`src/rtl/seg_pkg.sv`:
```
// seg_pkg -- shared definitions for the seg_accum_scan codebase slice.
//   HEX_SEG   : 16-entry hex-to-segment table, active-low, bit order {g,f,e,d,c,b,a}
//   SEG_BLANK : all segments off (active-low)
//   disp_state_t : display scanner states
package seg_pkg;

    localparam logic [6:0] SEG_BLANK = 7'b1111111;

    localparam logic [6:0] HEX_SEG [16] = '{
        7'b1000000, // 0
        7'b1111001, // 1
        7'b0100100, // 2
        7'b0110000, // 3
        7'b0011001, // 4
        7'b0010010, // 5
        7'b0000010, // 6
        7'b1111000, // 7
        7'b0000000, // 8
        7'b0010000, // 9
        7'b0001000, // A
        7'b0000011, // b
        7'b1000110, // C
        7'b0100001, // d
        7'b0000110, // E
        7'b0001110  // F
    };

    typedef enum logic {
        ST_BLANK = 1'b0,
        ST_SCAN  = 1'b1
    } disp_state_t;

endpackage

```
`src/rtl/seg_hex_dec.sv`:
```
// seg_hex_dec -- combinational hex digit to 7-segment decoder.
//   hex   in  4  nibble to decode
//   seg_L out 7  active-low segments {g,f,e,d,c,b,a}
module seg_hex_dec
    import seg_pkg::*;
(
    input  logic [3:0] hex,
    output logic [6:0] seg_L
);

    always_comb begin
        seg_L = HEX_SEG[hex];
    end

endmodule

```
`src/rtl/seg_accum_scan.sv`:
```
// seg_accum_scan -- add/subtract accumulator with sticky carry/borrow flag and
// a multiplexed hex display scanner.
//   clk      in  1      sole clock (rising edge)
//   rst      in  1      synchronous active-high reset, highest priority
//   a        in  WIDTH  operand
//   op_valid in  1      single-cycle operation request
//   sub      in  1      0 = acc+a, 1 = acc-a
//   clr      in  1      synchronous clear of acc/ovf, beats op_valid
//   acc      out WIDTH  registered accumulator
//   ovf      out 1      sticky carry/borrow
//   seg_L    out 7      registered active-low segments {g,f,e,d,c,b,a}
//   an_L     out NDIG   registered active-low digit enables
// Build option: define SEG_BLANK_LEADING_EN to blank leading-zero digits
// (digit 0 is always shown).
module seg_accum_scan
    import seg_pkg::*;
#(
    parameter int WIDTH    = 8,
    parameter int NDIG     = WIDTH / 4,
    parameter int SCAN_DIV = 50000
) (
    input  logic             clk,
    input  logic             rst,
    input  logic [WIDTH-1:0] a,
    input  logic             op_valid,
    input  logic             sub,
    input  logic             clr,
    output logic [WIDTH-1:0] acc,
    output logic             ovf,
    output logic [6:0]       seg_L,
    output logic [NDIG-1:0]  an_L
);

    localparam int PW    = $clog2(SCAN_DIV);
    localparam int IDX_W = (NDIG > 1) ? $clog2(NDIG) : 1;

    localparam logic [PW-1:0]    PRESC_MAX = PW'(SCAN_DIV - 1);
    localparam logic [IDX_W-1:0] IDX_LAST  = IDX_W'(NDIG - 1);

    // ------------------------------------------------------------------
    // Accumulator
    // ------------------------------------------------------------------
    logic [WIDTH:0] sum_ext;
    logic [WIDTH:0] diff_ext;

    always_comb begin
        sum_ext  = {1'b0, acc} + {1'b0, a};
        // MSB of the extended difference is the unsigned borrow (a > acc)
        diff_ext = {1'b0, acc} - {1'b0, a};
    end

    always_ff @(posedge clk) begin
        if (rst) begin
            acc <= '0;
            ovf <= 1'b0;
        end else if (clr) begin
            acc <= '0;
            ovf <= 1'b0;
        end else if (op_valid) begin
            if (sub) begin
                acc <= diff_ext[WIDTH-1:0];
                if (diff_ext[WIDTH]) ovf <= 1'b1;
            end else begin
                acc <= sum_ext[WIDTH-1:0];
                if (sum_ext[WIDTH]) ovf <= 1'b1;
            end
        end
    end

    // ------------------------------------------------------------------
    // Scan prescaler
    // ------------------------------------------------------------------
    logic [PW-1:0] presc_q;
    logic          wrap;

    always_comb begin
        wrap = (presc_q == PRESC_MAX);
    end

    always_ff @(posedge clk) begin
        if (rst) begin
            presc_q <= '0;
        end else if (wrap) begin
            presc_q <= '0;
        end else begin
            presc_q <= presc_q + 1'b1;
        end
    end

    // ------------------------------------------------------------------
    // Display FSM
    // ------------------------------------------------------------------
    disp_state_t      state_q, state_d;
    logic [IDX_W-1:0] idx_q, idx_d;
    logic             load;
    logic [3:0]       nib_sel;
    logic [6:0]       seg_dec;
    logic [6:0]       seg_d;
    logic [NDIG-1:0]  an_d;
    logic [WIDTH-1:0] acc_hi;

    // First wrap out of BLANK shows digit 0; later wraps step the index.
    always_comb begin
        state_d = state_q;
        idx_d   = idx_q;
        load    = 1'b0;
        case (state_q)
            ST_BLANK: begin
                if (wrap) begin
                    state_d = ST_SCAN;
                    idx_d   = '0;
                    load    = 1'b1;
                end
            end
            ST_SCAN: begin
                if (wrap) begin
                    idx_d = (idx_q == IDX_LAST) ? '0 : idx_q + 1'b1;
                    load  = 1'b1;
                end
            end
            default: begin
                state_d = ST_BLANK;
                idx_d   = '0;
            end
        endcase
    end

    // Decode the nibble of the index being loaded so seg_L and an_L
    // update on the same edge.
    always_comb begin
        acc_hi  = acc >> {idx_d, 2'b00};
        nib_sel = acc_hi[3:0];
        an_d    = '1;
        an_d[idx_d] = 1'b0;
    end

    seg_hex_dec u_hex_dec (
        .hex   (nib_sel),
        .seg_L (seg_dec)
    );

    always_comb begin
        seg_d = seg_dec;
`ifdef SEG_BLANK_LEADING_EN
        // Digit and every higher digit zero: leading zero, blank it.
        if ((idx_d != '0) && (acc_hi == '0)) begin
            seg_d = SEG_BLANK;
        end
`endif
    end

    always_ff @(posedge clk) begin
        if (rst) begin
            state_q <= ST_BLANK;
            idx_q   <= '0;
            an_L    <= '1;
            seg_L   <= SEG_BLANK;
        end else begin
            state_q <= state_d;
            idx_q   <= idx_d;
            if (load) begin
                an_L  <= an_d;
                seg_L <= seg_d;
            end
        end
    end

endmodule

```
`config.mk`:
```
export PLATFORM = sky130hd
export DESIGN_NAME = seg_accum_scan
export DESIGN_NICKNAME = d
export VERILOG_FILES = /design/src/rtl/seg_pkg.sv /design/src/rtl/seg_hex_dec.sv /design/src/rtl/seg_accum_scan.sv
export SDC_FILE = /design/constraint.sdc
export NUM_CORES = 1
export LEC_CHECK = 0
export CAP_MARGIN = 10
export CORE_UTILIZATION = 60
export CTS_CLUSTER_DIAMETER = 150
export DETAILED_ROUTE_END_ITERATION = 8
export MAX_ROUTING_LAYER = met4
export PLACE_DENSITY = 0.86
export SETUP_SLACK_MARGIN = 0.5
export SLEW_MARGIN = 20
export SYNTH_ARGS = -nofsm -noshare
export SYNTH_HDL_FRONTEND = slang
export SYNTH_SLANG_ARGS = --single-unit
```
`constraint.sdc`:
```
create_clock -name clk -period 5.2 [get_ports clk]
set_input_delay 1.04 -clock clk [delete_from_list [all_inputs] [get_ports clk]]
set_output_delay 1.04 -clock clk [all_outputs]
set_load 0.01 [all_outputs]
```
==> metrics <==
status=finished, final reports clean; Comb pwr share=16.9%; Area Growth Syn to Fin=17.3%; largest family of logic cells by synthesized area=simple AND/OR/NAND/NOR gates; DRC=0; Syn. warnings=0; Max-cap violations=0; io pins=31; first-pass GRT wire length=between 9 and 10 mm; Synth Flop Type=dfxtp_1; Yosys reg bits=36; Sinks on Clock Net=36; post-synth cell types=47; layout cell share with drive strength beyond 1=between 2 and 3%; cts bufs inserted=5; setup TNS=0 ps; vias in the first global route=around 2,200; Synth Net Count=~350; Worst Hold End=seg_L[2]$_SDFFE_PP1P_; Cells after Synth=~310; H-tree depth=2; sequential group share of total power=between 40% and 50%; router iterations before antenna repair=7; Final Slew Violations=0; Die ar.=~4300 um2; Rel. slew slack=about three fifths; compound-gate portion of the synthesized area=19.2%; count leader, synth=nor2_1; Finished Cell Area=~2900 um2; input/output buffers=30; Total Power=between 0.6 and 0.7 mW; Mean Syn Cell Area=~7.9 um2; antenna-violating nets left=0; Clk network pwr share=a little under two fifths; drt via density=~6.3; RSZ-0062 raised after global routing=false; Site Rows=22; placed insts=about 380; final net count=374; ranking of synthesized cells by area=dfxtp_1 (29%), ha_1 (12%), nor2_1 (5.8%), o21ai_0 (3.7%), xnor2_1 (3.6%); CTS Root Cell=clkbuf_8; Seq/Total Area, Yosys=between 20 and 30%; GRT overflow=0; worst hold path type=flip-flop to flip-flop; FF-to-FF setup slack=2080 ps; post-synth top area share=29.4%; WL per Instance=around 14 um; Final Hold Viols=0; Simple-Gate Fraction of Synth Area=25.1%; Clock Skew=just over 8 ps; GPL Wtd Cong=between 0.9 and 1; core box area=roughly 3800 um2; peak supply drop=0.168 mV; post-cts resize count=0; Setup Viol. Count Final=0; routed via count=2,413; CP arrival=3290 ps; Clock Latency Late Sink=slightly below 300 ps; Worst Setup End Kind=flip-flop; Startpoint Class=flip-flop; Reg2Reg Launch Point=presc_q[0]$_SDFF_PP0_; Cell Int Power=approximately 0.47 mW; switching part of the total=around a quarter; EDFF count, synth=0; GRT Total Usage=around 29%; Initial Util=between 60% and 70%; Pleak=around 1.2 nW; initial antenna violation count=0; Async S/R FF share, synth=0%; Adder-Cell Fraction of Synth Area=13.9%; pin count of the biggest net entering global routing=19; WP data required=about 5400 ps; Final Cycle Share=between 60% and 70%; placed cell area=~2800 um2; Net Sw Power=around 0.17 mW; Commonest cells post-synth=nor2_1 (38), dfxtp_1 (36), ha_1 (24); Synth Cell Area=between 2000 and 2500 um2; CP max FO=6; Detailed Place HPWL=slightly above 4 mm; WHS Path Cells=2; CTS Buffer Depth=2; Reg2Reg Depth=11; Worst Hold Launch=seg_L[2]$_SDFFE_PP1P_; post-CTS setup buffer count=0; Non-Filler Instances=~380; number of antenna cells inserted=0; clock-pin slew on the worst setup and hold paths=80 ps; Fmax achieved=approximately 0.32 GHz; area leader, netlist=dfxtp_1; Die Ht=roughly 66 um; post-synthesis mux area share=approximately 1.6%; cts hold-fix bufs=0; Power Density=between 200 and 250 nW/um2; CTS tree=done; Worst Setup SP=presc_q[0]$_SDFF_PP0_; Worst Max-Slew Pin Slew=~620 ps; xor/xnor cell area share of the yosys netlist=under 10%; 1st-iter DRT viols=~280; routed wire length=5.56 mm; chip width=roughly 66 um; fin crit period=between 3000 and 4000 ps; R2R Path End=seg_L[3]$_SDFFE_PP1P_; critical path class=flip-flop to flip-flop
registers in the layout, indices dropped and copies added (netlist names):
name	cells
acc	8
idx_q	1
presc_q	16
ovf	1
seg_L	7
state_q	1
an_L	2
layout by cell type, fill, tap and decap left out, types with 5 or more instances in the layout:
| cell type | count |
|---|---|
| a211oi_1 | 9 |
| a21oi_1 | 16 |
| a31oi_1 | 6 |
| and3_1 | 8 |
| clkbuf_8 | 5 |
| clkdlybuf4s50_1 | 30 |
| dfxtp_1 | 36 |
| ha_1 | 24 |
| inv_1 | 21 |
| nand2_1 | 16 |
| nand3_1 | 14 |
| nor2_1 | 38 |
| nor2b_1 | 6 |
| nor3_1 | 13 |
| nor4_1 | 5 |
| o21ai_0 | 18 |
| o31ai_1 | 6 |
| xnor2_1 | 10 |
| xor2_1 | 6 |
final cells by class:
cell class              instances  area, um2
flip-flops and latches         36        721
well taps                      48       60.1
clock inverters                 2       35.0
fillers                       312        926
multi-input cells             241       1610
inverters                      21       78.8
clock buffers                   6       72.6
repair buffers                 30        300
worst max-delay path by stage:
| stage | to | slack (ps) |
|---|---|---|
| after floorplan | acc[6]$_SDFFE_PP0P_ | 2500 |
| after global placement | acc[6]$_SDFFE_PP0P_ | 1960 |
| after detailed placement | acc[7]$_SDFFE_PP0P_ | 1900 |
| after CTS | seg_L[3]$_SDFFE_PP1P_ | 2100 |
| after global routing | seg_L[3]$_SDFFE_PP1P_ | 1620 |
| final | seg_L[3]$_SDFFE_PP1P_ | 2080 |
cells by family after synthesis:
family          after synthesis
buf+inv                      32
xor+xnor                     16
fa+ha+maj                    26
compound gates               73
mux                           4
flops                        36
simple gates                122
power groups by stage:
stage,clock [mW],sequential [mW],combinational (mW)
after floorplan,0,0.295,0.0714
after global placement,0,0.295,0.103
after detailed placement,0,0.296,0.106
after CTS,0.244,0.289,0.107
after global routing,0.254,0.290,0.120
final,0.244,0.290,0.108
layer usage:
metal | vias to the layer above | GRT usage, % | routed length, um
met4 | 0 | 6.52 | 60
met1 | 1133 | 37.5 | 2620
met5 | - | - | 0
li1 | 1160 | - | -
met2 | 105 | 47.8 | 2560
met3 | 15 | 4.66 | 325
critical path, stage by stage (launching register included):
cell,delay [ps]
dfxtp_1,390
ha_1,230
and3_1,250
nand4_1,180
ha_1,350
and2_1,180
o21ai_0,280
and2_1,310
inv_1,90
ha_1,250
o311ai_0,360
o21ai_0,110
through the flow:
| step | hold WS (ps) | setup slack (ps) | util [%] |
|---|---|---|---|
| after floorplan | 418 | 2500 | - |
| after global placement | 432 | 1960 | 72.8 |
| after detailed placement | 452 | 1900 | 72.8 |
| after CTS | 468 | 2100 | 75.6 |
| after global routing | 503 | 1620 | 75.6 |
| final | 472 | 2080 | 75.6 |
Note: power is estimated with default switching activity, not from simulation.
